`src/rtl/fifo_row_loader_pkg.sv`:
```
// Shared types and helpers for the row loader that feeds a systolic array's per-row delay FIFO.
package fifo_row_loader_pkg;

    typedef enum logic [1:0] {
        IDLE,
        SKEW,
        SHIFT,
        FLUSH
    } loader_state_t;

    // Counter wide enough to hold the value depth itself.
    function automatic int cnt_width(input int depth);
        return $clog2(depth + 1);
    endfunction

endpackage

```
`src/rtl/fifo_row_loader.sv`:
```
// Accepts a full row in parallel and then emits it one word per array step: first SKEW zero
// words, then the row with word 0 first. Defining FIFO_ROW_LOADER_FLUSH_EN appends DEPTH zero words.
module fifo_row_loader #(
    parameter int DEPTH = 8,
    parameter int BITS  = 64,
    parameter int SKEW  = 0
) (
    input  logic                  clk,
    input  logic                  rst,
    input  logic                  in_valid,
    output logic                  in_ready,
    input  logic [DEPTH*BITS-1:0] in_row,
    input  logic                  step,
    output logic                  out_en,
    output logic [BITS-1:0]       out_d,
    output logic                  busy,
    output logic                  done
);
    import fifo_row_loader_pkg::*;

    localparam int CW = cnt_width(DEPTH);
    // The parameter SKEW hides the package's state name, so the state gets a local alias.
    localparam loader_state_t ST_SKEW   = fifo_row_loader_pkg::SKEW;
    localparam logic [CW-1:0] SKEW_LAST = CW'((SKEW > 0) ? SKEW - 1 : 0);
    localparam logic [CW-1:0] WORD_LAST = CW'(DEPTH - 1);

    loader_state_t         state_q;
    logic [CW-1:0]         cnt_q;
    logic [DEPTH*BITS-1:0] row_q;
    logic                  done_q;

    // NOTE: all state updates use non-blocking assignments, so each register reads the values
    // held before the clock edge, whatever order the statements appear in.
    always_ff @(posedge clk) begin
        if (rst) begin
            state_q <= IDLE;
            cnt_q   <= '0;
            // NOTE: clearing the row register is deliberate; a stale row must never reach out_d.
            row_q   <= '0;
            done_q  <= 1'b0;
        end else begin
            done_q <= 1'b0;
            case (state_q)
                IDLE: begin
                    if (in_valid) begin
                        row_q   <= in_row;
                        cnt_q   <= '0;
                        state_q <= (SKEW > 0) ? ST_SKEW : SHIFT;
                    end
                end
                ST_SKEW: begin
                    if (step) begin
                        if (cnt_q == SKEW_LAST) begin
                            cnt_q   <= '0;
                            state_q <= SHIFT;
                        end else begin
                            cnt_q <= cnt_q + CW'(1);
                        end
                    end
                end
                SHIFT: begin
                    if (step) begin
                        if (cnt_q == WORD_LAST) begin
                            cnt_q   <= '0;
`ifdef FIFO_ROW_LOADER_FLUSH_EN
                            state_q <= FLUSH;
`else
                            state_q <= IDLE;
                            done_q  <= 1'b1;
`endif
                        end else begin
                            cnt_q <= cnt_q + CW'(1);
                        end
                    end
                end
`ifdef FIFO_ROW_LOADER_FLUSH_EN
                FLUSH: begin
                    // Zero words push the data out of the downstream delay FIFO.
                    if (step) begin
                        if (cnt_q == WORD_LAST) begin
                            cnt_q   <= '0;
                            state_q <= IDLE;
                            done_q  <= 1'b1;
                        end else begin
                            cnt_q <= cnt_q + CW'(1);
                        end
                    end
                end
`endif
                default: begin
                    state_q <= IDLE;
                    cnt_q   <= '0;
                end
            endcase
        end
    end

    // NOTE: out_d receives a default before the mux loop, so no latch is inferred when no
    // branch matches.
    always_comb begin
        out_d = '0;
        if (state_q == SHIFT) begin
            for (int k = 0; k < DEPTH; k++) begin
                if (cnt_q == CW'(k)) begin
                    out_d = row_q[k*BITS +: BITS];
                end
            end
        end
    end

    assign in_ready = (state_q == IDLE);
    assign busy     = (state_q != IDLE);
    assign out_en   = step & busy;
    assign done     = done_q;

endmodule

```
`config.mk`:
```
export PLATFORM = sky130hd
export DESIGN_NAME = fifo_row_loader
export DESIGN_NICKNAME = d
export VERILOG_FILES = /design/src/rtl/fifo_row_loader_pkg.sv /design/src/rtl/fifo_row_loader.sv
export SDC_FILE = /design/constraint.sdc
export NUM_CORES = 1
export LEC_CHECK = 0
export BUFFER_PORTS_ARGS = -buffer_cell sky130_fd_sc_hd__buf_2
export CAP_MARGIN = 20
export CELL_PAD_IN_SITES_DETAIL_PLACEMENT = 1
export CELL_PAD_IN_SITES_GLOBAL_PLACEMENT = 2
export CORE_MARGIN = 8
export CORE_UTILIZATION = 32
export DETAILED_ROUTE_END_ITERATION = 10
export GPL_ROUTABILITY_DRIVEN = 0
export PLACE_DENSITY_LB_ADDON = 0.08
export RECOVER_POWER = 50
export SETUP_SLACK_MARGIN = 0.02
export SLEW_MARGIN = 20
export SYNTH_ARGS = -nofsm -noshare
export SYNTH_HDL_FRONTEND = slang
export SYNTH_SLANG_ARGS = --single-unit
```
`constraint.sdc`:
```
create_clock -name clk -period 5.2 [get_ports clk]
set_input_delay 1.04 -clock clk [delete_from_list [all_inputs] [get_ports clk]]
set_output_delay 1.04 -clock clk [all_outputs]
set_load 0.05 [all_outputs]
```
# After elaboration in Yosys (flattened, before gate mapping)
# Cells that the tools add are included.
# W data, S select, Z words.
classes:
  add_sub_neg: 1
  n_eq_ne: 14
  mux: 22
  bitwise_logic: 3
  n_reduce_logical: 7
op_table:
  columns: ["cell", "count"]
  rows:
  - ["$mux W64", 9]
  - ["$mux W4", 5]
  - ["$eq A4 B3 Y1 const B", 4]
  - ["$pmux W4 S3", 1]
  - ["$mux W2", 5]
  - ["$ne A2 B2 Y1 const B", 5]
  - ["$eq A4 B2 Y1 const B", 2]
  - ["$pmux W2 S3", 1]
  - ["$reduce_and A5 Y1", 1]
  - ["$add A4 B1 Y4 const B", 1]
  - ["$eq A4 B1 Y1 const B", 1]
  - ["$logic_not A4 Y1", 1]
  - ["$reduce_and A3 Y1", 1]
  - ["$reduce_or A3 Y1", 1]
  - ["$eq A2 B1 Y1 const B", 1]
  - ["$eq A2 B2 Y1 const B", 1]
  - ["$logic_not A2 Y1", 1]
  - ["$not A1 Y1", 2]
  - ["$reduce_and A2 Y1", 1]
  - ["$reduce_bool A2 Y1", 1]
  - ["$and A1 B1 Y1", 1]
  - ["$mux W1", 1]
word_totals:
  reg_bits: 519
  in_bits: 516
  output_inout_bits: 68
  word_cells: 51

# Logic depth before layout (Yosys ltp)
depth:
  depth_word: 10
  ltp_mapped: 9
  ltp_nobuf: 6

# Worst setup path after synthesis
# OpenSTA, ideal clock, no wires.
synth_path:
  path_type: "flip-flop to output port"
  start: "register cnt_q[0]"
  end: "output out_d[18]"
  arrival_time_ps: 2392
  t_required_ps: 4160
  path_slack_ps: 1768
  path_stages_with_launch: 8
  n_path_buf: 2
  path_cell_list: "dfxtp_1 > inv_1 > ha_1 > buf_2 > buf_2 > a211oi_1 > nand2_1 > a2111oi_2"
synth_between:
  elab_chain_len: 10
  elab_cells_between_ends: 17
  cone_classes: "7 x eq/ne; 9 x mux; 1 x reduce/logical"
synth_rtl:
  columns: ["element", "line", "text"]
  rows:
  - ["from (decl)", "fifo_row_loader.sv:28", "logic [CW-1:0] cnt_q;"]
  - ["from (signal assigned)", "fifo_row_loader.sv:57", "cnt_q <= cnt_q + CW'(1);"]
  - ["from (signal assigned)", "fifo_row_loader.sv:72", "cnt_q <= cnt_q + CW'(1);"]
  - ["$logic_not A4 Y1", "fifo_row_loader.sv:104", "if (cnt_q == CW'(k)) begin"]
  - ["$mux W64 (7 in a row)", "fifo_row_loader.sv:104", null]
  - ["$mux W64 (*)", "fifo_row_loader.sv:104", null]
  - ["$mux W64 (*)", "fifo_row_loader.sv:102", "if (state_q == SHIFT) begin"]
  - ["to (decl)", "fifo_row_loader.sv:15", "output logic [BITS-1:0] out_d,"]
# Every way passes the cells marked *; elsewhere a longest branch is shown, timed or not.

# Worst setup path after layout
layout_path:
  start: "register cnt_q[0]"
  end: "output out_d[38]"
# Same word-level chain as after synthesis.

==> results.ini <==
[outcome]
status=finished with violations
violations=max-capacitance violations, max-slew violations

[power_and_ir_drop]
clockPowerShare_pct=42.7
powerDensity_nw_per_um2=340.2
seqPwrFrac_pct=44.3
power_frac_comb_pct=13.0
finalPower_uw=9839
swShare_pct=27.68
p_int_uw=7116
p_sw_uw=2723
leakage_uw=0.01113
max-vdd-ir-drop_mv=0.3058

[setup_path]
cp_cell_sequence=inv_1 -> ha_4 -> buf_4 -> a221oi_2 -> or3_1 -> a21oi_1 -> buf_2
critical_path_class=reg2out
cp_slowest_stage_delay_ps=840
critPathRequiredTime_ps=4160
crit_path_end_kind=primary output
critPathMaxFanout=68
r2r-end=row_q[129]$_SDFFE_PP0P_
cp_slowest_cell=ha_4
r2r-start=state_q[1]$_SDFFE_PP0P_
r2r_slack_ps=450
rr_worst_depth=5
critPathArrivalTime_ps=3760
startpoint_type=register

[clock_network]
clock_sinks=518
clk_pin_slew_ps=60
cts-resized-gates=0
htreeDepth=2
hold_buffers=0
clockBufferDepth=3
cts_tree=yes
cts_root_buf=clkbuf_16
insertion_delay_ps=620
cts_made_buffers=59
post_cts_buffers=0

[die]
die-width_um=288.0
num_rows=99
start_util_pct=32.39
die_h_um=288.0
core_um2=73080
die_area_um2=82920
io_pins=584

[sta]
finalSetupViolCount=0
tightest_slew_ps=2430
final.setup.tns_ps=0
hold_violations=0
skew_ps=20.73
fin_crit_sh_pct=92.24
period_minus_slack_ps=4797
relSlewSlack_pct=-62.03
drv_slew=106
max_freq_mhz=208.5
rsz0062_at_grt=false

[yosys]
syn-num-nets=3803
synth_cells=3283
synth_edf_count=0
yosysWarnings=0
async_reset_ff_share_pct=0
synth_ff_type=dfxtp_1
yosysSeqAreaShare_pct=43.81
netlist_area_um2=23670
ys_ff_latch=518
synthDistinctLibCells=31
avgSynthCellArea_um2=7.210

[worst_hold_path]
hp-class=reg2reg
hp-start=row_q[145]$_SDFFE_PP0P_
hold_path_end=row_q[145]$_SDFFE_PP0P_
min_path_cells=2

[grt]
overflow=0
antenna_found_initial=29
grt_first_pass_wirelength_mm=163.5
globalRouteTotalUtil_pct=25.68
first_global_vias=26309
grt_max_degree=147

[routing]
wl_mm=111.9
via_count=24675
drt-initial-drc-count=1478
dr.pass1.iters=5
drc_errors=0
wire_per_inst_um=23.78
antenna_left=0
viasPerCell=5.243

[final_layout]
postLayoutCoreUtil_pct=39.57
finalInstanceArea_um2=28920
layout.nets=4204
syn_to_final_growth_pct=22.19
fillCellCount=9199
final_layout_size_suffix_gt1_share_pct=21.27

[placement]
portBuffers=583
post-dp-hpwl_mm=80.73
dpl_cell_area_um2=26980

[run]
drv_cap=1

-- stage by stage --
| stage | setup slack, ps | std cells | hold slack [ps] |
|---|---|---|---|
| after detailed placement | 1013 | 4582 | 446.8 |
| after global routing | 133.2 | 4695 | 468.4 |
| final | 403.3 | 4706 | 455.4 |
| after global placement | 1087 | 4582 | 442.5 |
| after floorplan | 1768 | 3283 | 436.2 |
| after CTS | 352.4 | 4687 | 454.9 |
-- registers in the layout (all words and copies together), names as in the netlist --
register / cells
row_q: 512
cnt_q: 4
done: 1
state_q: 1
-- cells in the mapped netlist, types with 2 or more instances --
master       n  area [µm²]
a21oi_1    831        4159
a221o_1      2       20.02
a221oi_1     3       26.28
a221oi_2    60       900.9
a22oi_1      2       15.01
buf_1       12       45.04
buf_12       7       140.1
buf_2      130       650.6
buf_4        9       67.56
buf_6        8       90.09
clkbuf_1   132       495.5
dfxtp_1    518       10370
ha_1         4       50.05
inv_1       68       255.2
nand2_1   1155        4335
nand2_2      2       12.51
nand3_1      4       20.02
nor2_1      69       259.0
nor2b_1     65       406.6
nor3_1       3       15.01
o21ai_0     64       320.3
o221ai_1    63       551.8
or3_1       64       400.4
-- power by group through the flow --
| stage | Combinational, µW | Clock (µW) | Sequential, µW |
|---|---|---|---|
| floorplan | 760 | 0 | 4380 |
| global placement | 1270 | 0 | 4440 |
| detailed placement | 1300 | 0 | 4440 |
| CTS | 1300 | 4310 | 4360 |
| global route | 1400 | 4480 | 4380 |
| finish | 1280 | 4200 | 4360 |
-- layout make-up --
cell class / instances / area, µm² / area share [%]
Tap cell: 959 / 1200 / 4.149
Clock buffer: 99 / 1839 / 6.360
Clock inverter: 6 / 80.08 / 0.2769
Multi-Input combinational cell: 2398 / 11610 / 40.16
Antenna cell: 19 / 47.55 / 0.1644
Sequential cell: 518 / 10380 / 35.88
Inverter: 69 / 259.0 / 0.8956
Timing Repair Buffer: 638 / 3502 / 12.11
-- worst max-delay path, delay by kind of cell, from the launching register on --
family	cells	cell delay, ps
buf+inv	3	1110
fa+ha+maj	1	840
simple gates	1	360
compound gates	2	410
flops	1	390
-- how the worst max path moves through the flow --
stage / end / slack (ps) / startpoint
after CTS: out_d[38] / 350 / cnt_q[0]$_SDFFE_PP0P_
after detailed placement: out_d[38] / 1010 / cnt_q[0]$_SDFFE_PP0P_
after floorplan: out_d[18] / 1770 / cnt_q[0]$_SDFFE_PP0P_
after global placement: out_d[38] / 1090 / cnt_q[0]$_SDFFE_PP0P_
after global routing: row_q[41]$_SDFFE_PP0P_ / 130 / state_q[1]$_SDFFE_PP0P_
final: out_d[38] / 400 / cnt_q[0]$_SDFFE_PP0P_
-- cells in the final DEF (no fill, tap or decap), types with 19 or more instances in the layout --
cell type  synthesis  final
nand2_1         1155   1155
a21oi_1          831    831
buf_2            130    581
dfxtp_1          518    516
inv_1             68     69
nor2_1            69     69
o21ai_0           64     64
nor2b_1           65     64
or3_1             64     63
o221ai_1          63     63
clkbuf_16          0     61
a221oi_2          60     60
buf_4              9     41
clkbuf_1         132     22
diode_2            0     19
-- logic make-up (layout without fill, tap and decap cells) --
kind of cell,after synthesis,count (layout),share of synthesized area (%)
DFF,518,518,43.81
adders and majority gates,4,4,0.2115
other,0,19,0
and+or+nand+nor,1365,1365,23.12
AOI/OAI and AO/OA,1028,1028,25.44
xor gates and xnor gates,1,1,0.03701
buffers and inverters,367,812,7.385
-- routing by layer --
layer | share of wire, % | routed length, µm | GRT usage, % | vias up
li1 | - | - | - | 11787
met1 | 38 | 43080 | 28.69 | 12005
met2 | 50 | 56410 | 46.18 | 671
met3 | 6.0 | 6692 | 5.085 | 200
met4 | 5.0 | 5650 | 12.83 | 12
met5 | 0.071 | 80 | 0 | -
Note: power is estimated with default switching activity, not from simulation.
